### src/rtl/muldiv_pkg.sv
// Shared definitions for the iterative multiply/divide unit: operation codes,
// controller state encoding and small decode helpers.
package muldiv_pkg;

   typedef enum logic [2:0] {
      OP_MUL   = 3'd0,
      OP_MULU  = 3'd1,
      OP_DIV   = 3'd2,
      OP_DIVU  = 3'd3,
      OP_MADD  = 3'd4,
      OP_MADDU = 3'd5,
      OP_MSUB  = 3'd6,
      OP_MSUBU = 3'd7
   } op_e;

   typedef enum logic [2:0] {
      IDLE = 3'd0,
      PREP = 3'd1,
      RUN  = 3'd2,
      FIX  = 3'd3,
      DONE = 3'd4
   } state_e;

   // Divide ops are 2 and 3.
   function automatic logic op_is_div(input logic [2:0] op);
      return (op[2:1] == 2'b01);
   endfunction

   // Signedness decode. With accumulate disabled, ops 4..7 fall back to a
   // plain multiply whose signedness is selected by op[1] (0 = signed).
   function automatic logic op_is_signed(input logic [2:0] op, input logic mac_en);
      if (!op[2] || mac_en)
         return ~op[0];
      else
         return ~op[1];
   endfunction

endpackage

### src/rtl/muldiv_core.sv
// Radix-2 iterative datapath: shift-add multiply and restoring divide on
// unsigned magnitudes, one step per cycle, with its own iteration counter.
// After WIDTH steps {hi, lo} holds the product, or {remainder, quotient}.
module muldiv_core
   import muldiv_pkg::*;
#(
   parameter int WIDTH = 32,
   parameter int CNT_W = $clog2(WIDTH) + 1
) (
   input  logic             clk,
   input  logic             rst,
   input  logic             load,
   input  logic             step,
   input  logic             is_div,
   input  logic [WIDTH-1:0] opa,
   input  logic [WIDTH-1:0] opb,
   output logic             last,
   output logic [WIDTH-1:0] hi,
   output logic [WIDTH-1:0] lo
);

   logic [CNT_W-1:0] cnt;
   logic [WIDTH-1:0] dvs;
   logic [WIDTH-1:0] hi_nx;
   logic [WIDTH-1:0] lo_nx;
   logic [WIDTH:0]   sum;
   logic [WIDTH:0]   shifted;
   logic             fits;

   assign last = (cnt == CNT_W'(1));

   // One iteration: add-and-shift-right for multiply, shift-left-and-trial-subtract for divide.
   always_comb begin
      sum     = {1'b0, hi} + (lo[0] ? {1'b0, dvs} : '0);
      shifted = {hi, lo[WIDTH-1]};
      fits    = (shifted >= {1'b0, dvs});
      hi_nx   = sum[WIDTH:1];
      lo_nx   = {sum[0], lo[WIDTH-1:1]};
      if (is_div) begin
         // A successful trial subtract always leaves a value below dvs, so
         // the low WIDTH bits of the difference are exact.
         hi_nx = fits ? (shifted[WIDTH-1:0] - dvs) : shifted[WIDTH-1:0];
         lo_nx = {lo[WIDTH-2:0], fits};
      end
   end

   // Shift register and held operand; loaded once per operation.
   always_ff @(posedge clk) begin
      if (load) begin
         hi  <= '0;
         lo  <= opa;
         dvs <= opb;
      end else if (step) begin
         hi  <= hi_nx;
         lo  <= lo_nx;
      end
   end

   // Iteration counter: WIDTH steps, last step flagged when it reads 1.
   always_ff @(posedge clk) begin
      if (!rst)
         cnt <= '0;
      else if (load)
         cnt <= CNT_W'(WIDTH);
      else if (step)
         cnt <= cnt - CNT_W'(1);
   end

endmodule

### src/rtl/muldiv_unit.sv
// Multiply/divide unit: controller FSM, operand sign handling, result fix-up
// and optional multiply-accumulate. Build option MULDIV_MAC_EN enables the
// MADD/MSUB family; without it ops 4..7 run as plain multiplies and acc_i is
// ignored.
module muldiv_unit
   import muldiv_pkg::*;
#(
   parameter int WIDTH = 32,
   parameter int CNT_W = $clog2(WIDTH) + 1
) (
   input  logic               clk,
   input  logic               rst,
   input  logic               flush,
   input  logic               start,
   input  logic [2:0]         op,
   input  logic [WIDTH-1:0]   src_a,
   input  logic [WIDTH-1:0]   src_b,
   input  logic [2*WIDTH-1:0] acc_i,
   output logic               busy,
   output logic               done,
   output logic [2*WIDTH-1:0] result,
   output logic               div_zero
);

`ifdef MULDIV_MAC_EN
   localparam logic MAC_EN = 1'b1;
`else
   localparam logic MAC_EN = 1'b0;
`endif

   state_e state;
   state_e state_nx;

   op_e              op_q;
   logic [WIDTH-1:0] a_q;
   logic [WIDTH-1:0] b_q;
   logic             neg_q;
   logic             neg_r;

`ifdef MULDIV_MAC_EN
   logic signed [2*WIDTH-1:0] acc_q;
`else
   logic acc_unused;
   assign acc_unused = ^acc_i;
`endif

   logic                      is_div;
   logic                      sgn;
   logic                      neg_a;
   logic                      neg_b;
   logic                      div_by_zero;
   logic [WIDTH-1:0]          mag_a;
   logic [WIDTH-1:0]          mag_b;
   logic                      core_last;
   logic [WIDTH-1:0]          core_hi;
   logic [WIDTH-1:0]          core_lo;
   logic signed [2*WIDTH-1:0] prod_s;
   logic [WIDTH-1:0]          quo;
   logic [WIDTH-1:0]          rem;
   logic [2*WIDTH-1:0]        fix_val;

   function automatic logic [2*WIDTH-1:0] neg_wide(input logic neg, input logic [2*WIDTH-1:0] v);
      return neg ? -v : v;
   endfunction

   function automatic logic [WIDTH-1:0] neg_narrow(input logic neg, input logic [WIDTH-1:0] v);
      return neg ? -v : v;
   endfunction

   assign is_div      = op_is_div(op_q);
   assign sgn         = op_is_signed(op_q, MAC_EN);
   assign neg_a       = sgn & a_q[WIDTH-1];
   assign neg_b       = sgn & b_q[WIDTH-1];
   assign mag_a       = neg_narrow(neg_a, a_q);
   assign mag_b       = neg_narrow(neg_b, b_q);
   assign div_by_zero = is_div && (b_q == '0);

   assign busy = (state != IDLE);
   assign done = (state == DONE);

   muldiv_core #(
      .WIDTH (WIDTH),
      .CNT_W (CNT_W)
   ) u_core (
      .clk    (clk),
      .rst    (rst),
      .load   (state == PREP),
      .step   (state == RUN),
      .is_div (is_div),
      .opa    (mag_a),
      .opb    (mag_b),
      .last   (core_last),
      .hi     (core_hi),
      .lo     (core_lo)
   );

   // State register.
   always_ff @(posedge clk) begin
      if (!rst)
         state <= IDLE;
      else
         state <= state_nx;
   end

   // Next-state logic; flush overrides every transition.
   always_comb begin
      state_nx = state;
      unique case (state)
         IDLE:    if (start) state_nx = PREP;
         PREP:    state_nx = div_by_zero ? DONE : RUN;
         RUN:     if (core_last) state_nx = FIX;
         FIX:     state_nx = DONE;
         DONE:    state_nx = IDLE;
         default: state_nx = IDLE;
      endcase
      if (flush)
         state_nx = IDLE;
   end

   // Operand capture on acceptance, result signs captured during PREP.
   always_ff @(posedge clk) begin
      if (state == IDLE && start && !flush) begin
         op_q  <= op_e'(op);
         a_q   <= src_a;
         b_q   <= src_b;
`ifdef MULDIV_MAC_EN
         acc_q <= acc_i;
`endif
      end
      if (state == PREP) begin
         neg_q <= neg_a ^ neg_b;
         neg_r <= neg_a;
      end
   end

   // Sign correction of product / quotient / remainder and optional accumulate.
   always_comb begin
      prod_s  = neg_wide(neg_q, {core_hi, core_lo});
      quo     = neg_narrow(neg_q, core_lo);
      rem     = neg_narrow(neg_r, core_hi);
      fix_val = prod_s;
      if (is_div)
         fix_val = {rem, quo};
`ifdef MULDIV_MAC_EN
      else if (op_q[2])
         fix_val = op_q[1] ? (acc_q - prod_s) : (acc_q + prod_s);
`endif
   end

   // Result and divide-by-zero flag, written only on the edge that enters DONE.
   always_ff @(posedge clk) begin
      if (!rst) begin
         result   <= '0;
         div_zero <= 1'b0;
      end else begin
         div_zero <= 1'b0;
         if (!flush) begin
            if (state == FIX) begin
               result <= fix_val;
            end else if (state == PREP && div_by_zero) begin
               result   <= {a_q, {WIDTH{1'b1}}};
               div_zero <= 1'b1;
            end
         end
      end
   end

endmodule

### config.mk
export PLATFORM = sky130hd
export DESIGN_NAME = muldiv_unit
export DESIGN_NICKNAME = d
export VERILOG_FILES = /design/src/rtl/muldiv_pkg.sv /design/src/rtl/muldiv_core.sv /design/src/rtl/muldiv_unit.sv
export SDC_FILE = /design/constraint.sdc
export NUM_CORES = 1
export LEC_CHECK = 0
export BUFFER_PORTS_ARGS = -buffer_cell sky130_fd_sc_hd__clkbuf_2
export CAP_MARGIN = 10
export CORE_ASPECT_RATIO = 0.5
export CORE_UTILIZATION = 54
export CTS_CLUSTER_SIZE = 10
export DETAILED_ROUTE_END_ITERATION = 10
export GPL_ROUTABILITY_DRIVEN = 0
export GPL_TIMING_DRIVEN = 1
export PLACE_DENSITY = 0.84
export SYNTH_ARGS = -nofsm -noshare
export SYNTH_HDL_FRONTEND = slang
export SYNTH_SLANG_ARGS = --single-unit
### constraint.sdc
create_clock -name clk -period 19 [get_ports clk]
set_clock_uncertainty 0.2 [all_clocks]
set_input_delay 1.9 -clock clk [delete_from_list [all_inputs] [get_ports clk]]
set_output_delay 1.9 -clock clk [all_outputs]
set_load 0.03 [all_outputs]
==> flow_summary.toml <==
[global_routing]
grt_pass1_wl_mm = 64.8
use_met2 = 0.432
track_usage = 0.277
top_usage_layer = "met2"
met3_usage = 0.0507
grt_remaining_overflow = 0
antenna_found_initial = 0
grt_max_degree = 70
grtUsageMet1 = 0.388
grt_pass1_vias = 12500

[cts]
post_cts_buffers = 0
clk_path_buf_depth = 3
clock-sinks = 239
clock_latency_ns = 0.57
cts_buffers = 28
cts_hold_buf = 0
postCtsResizedCells = 0
cts-htree-levels = 1
path_clk_slew_ns = 0.06
root_buffer = "clkbuf_16"
cts_tree = "yes"

[die]
io_pins = 202
start_util = 0.551
fp.coreArea_sq_mm = 0.0278
dieArea_sq_mm = 0.0291
fp.dieH_um = 121
fp-row-count = 43
die_x_um = 240

[logic_synthesis]
ys_seq_elements = 239
synthArstFlopShare = 0
syn_area_sq_mm = 0.0153
seq_area_frac_synth = 0.399
ys_warn_count = 0
synth_edf_count = 133
synth_cell_types = 74
synth-main-ff-cell = "edfxtp_1"
syn-num-nets = 1922
avgSynthCellArea_sq_um = 8.93
netlist_instances = 1715

[timing]
drv_slew = 0
setup_viol = 0
fmax_ghz = 0.211
holdWs_ns = 0.260
tightest_slew_ns = 1.02
period_share = 0.250
fin_crit_ns = 4.75
hold_viol_final = 0
tns_ns = 0
slew_headroom = 0.306
rsz0062_at_grt = "false"

[drt]
dr_total_vias = 13500
via_per_inst = 6.09
wl_per_cell_um = 18.4
drcViolationCount = 0
wirelength_mm = 40.6
ant_nets = 0
dr.pass1.iters = 6
drt_iter0_markers = 2048

[critical_path]
cp_data_arrival_time_ns = 4.94
r2r_slack_ns = 14.25
crit_type = "reg2reg"
r2r_cells = 13
r2r_end = "u_core.hi[31]"
crit_fanout = 31
crit_path_start_kind = "register"
end_kind = "register"
rr_startpoint = "u_core.lo[0]"
required_ns = 19.20

[hold_path]
min_to = "result[63]"
min-delay-start = "result[63]"
hold_depth = 2
hp-class = "reg2reg"

[finish]
nets = 2014
antenna_cells = 0
drive_gt1_frac = 0.127
syn_to_final_growth_pct = 11.5

[power_and_ir_drop]
p_per_area_mw_per_mm2 = 82.1
leakagePower_nw = 7.10
vdd_drop_max_v = 0.0000678

[placed_design]
place_hpwl_mm = 29.0
io_buffers = 137

[run]
cap_violations = 0

[status]
status = "complete, no violations"
synthesized netlist by cell type (8+ instances only):
| master | number | area share |
|---|---|---|
| xnor2_1 | 102 | 0.058 |
| nor2_1 | 173 | 0.042 |
| clkbuf_1 | 77 | 0.019 |
| nand2b_1 | 16 | 0.0065 |
| a21boi_0 | 8 | 0.0039 |
| and3_1 | 14 | 0.0057 |
| xor2_1 | 74 | 0.042 |
| mux2i_1 | 13 | 0.0085 |
| or3_1 | 13 | 0.0053 |
| ha_1 | 70 | 0.057 |
| a31oi_1 | 41 | 0.017 |
| nor3_1 | 24 | 0.0078 |
| o41ai_1 | 16 | 0.0091 |
| nor4_1 | 17 | 0.0069 |
| o221a_2 | 30 | 0.022 |
| edfxtp_1 | 133 | 0.26 |
| inv_1 | 65 | 0.016 |
| a21oi_1 | 123 | 0.040 |
| or4_1 | 12 | 0.0059 |
| dfxtp_1 | 106 | 0.14 |
| buf_2 | 10 | 0.0033 |
| o211a_1 | 17 | 0.011 |
| o211ai_1 | 26 | 0.013 |
| a21o_1 | 28 | 0.014 |
| nand3_1 | 29 | 0.0095 |
| a211oi_1 | 26 | 0.013 |
| and2_1 | 16 | 0.0065 |
| o21ai_0 | 106 | 0.035 |
| o31ai_1 | 19 | 0.0093 |
| nor2b_1 | 9 | 0.0037 |
| o21a_1 | 9 | 0.0044 |
| nand2_1 | 181 | 0.044 |
| nand4_1 | 17 | 0.0069 |
registers in the layout (all words and copies together) (netlist names):
name        flops
u_core.hi      32
neg_r           1
neg_q           1
u_core.cnt      6
u_core.dvs     32
b_q            32
state           3
u_core.lo      32
op_q            3
result         64
div_zero        1
a_q            32
cell families (layout without fill, tap and decap cells):
logic type                 count (synthesis)  count (layout)  share of synthesized area
DFF                                      239             239                      0.399
AOI/OAI and AO/OA                        510             510                      0.224
and+or+nand+nor                          548             548                      0.167
buffers and inverters                    156             269                     0.0400
muxes                                     14              14                    0.00923
xor gates and xnor gates                 176             176                      0.101
adders and majority gates                 72              72                     0.0598
power by group:
group	leakage, nW	internal (mW)	switching [mW]
Combinational	4.62	0.120	0.175
Clock	0.393	0.282	0.213
Sequential	2.09	0.573	0.0401
cell type report:
type                       count  area, sq um
tap                          382          478
clock buffer                  49          800
sequential                   239         6120
fill                        2280        10700
multi-input combinational   1320         8620
inverter                      66          248
timing repair buffer         152          798
clock inverter                 2         22.5
metal layers:
metal | routed length (um) | vias up
met2 | 17800 | 624
met3 | 3730 | 109
li1 | - | 6504
met1 | 17600 | 6231
met5 | 0 | -
met4 | 1380 | 0
layout by cell type, fill, tap and decap left out, types with 41 or more instances in the layout:
cell,Yosys,layout
nor2_1,173,172
xor2_1,74,74
edfxtp_1,133,133
a31oi_1,41,41
a21oi_1,123,123
dfxtp_1,106,106
nand2_1,181,181
ha_1,70,70
xnor2_1,102,102
inv_1,65,64
clkbuf_2,0,137
o21ai_0,106,106
how the worst max path moves through the flow:
stage            startpoint             to  slack [ns]  cells past startpoint
4_1_cts        u_core.lo[0]  u_core.hi[31]       14.44                     13
2_1_floorplan         flush         a_q[0]       11.44                      1
5_1_grt        u_core.lo[0]  u_core.hi[27]       14.02                     13
3_5_place_dp   u_core.lo[0]  u_core.hi[31]       14.54                     13
6_report       u_core.lo[0]  u_core.hi[31]       14.25                     13
3_3_place_gp   u_core.lo[0]  u_core.hi[31]       14.53                     13
stage by stage:
step / instances / power, mW / util / instance area, sq um / setup slack (ns)
final: 2210 / 1.40 / 0.614 / 17100 / 14.25
after global routing: 2210 / 1.46 / 0.614 / 17100 / 14.02
after CTS: 2210 / 1.40 / 0.614 / 17100 / 14.44
after detailed placement: 2159 / 0.907 / 0.585 / 16300 / 14.54
after global placement: 2159 / 0.900 / 0.585 / 16300 / 14.53
after floorplan: 1715 / 0.833 / - / 15300 / 11.44
worst max-delay path: stages, from the launching register on:
cell,delay (ns)
edfxtp_1,0.47
clkinv_1,0.15
buf_4,0.34
nor2_1,0.13
fa_1,0.46
a211oi_1,0.43
o2111ai_1,0.23
a211oi_1,0.55
a2bb2oi_1,0.41
o211ai_1,0.15
and3b_1,0.23
o41ai_1,0.51
o31a_1,0.21
o311ai_0,0.11
No activity file was read; power rests on OpenSTA's default activity.
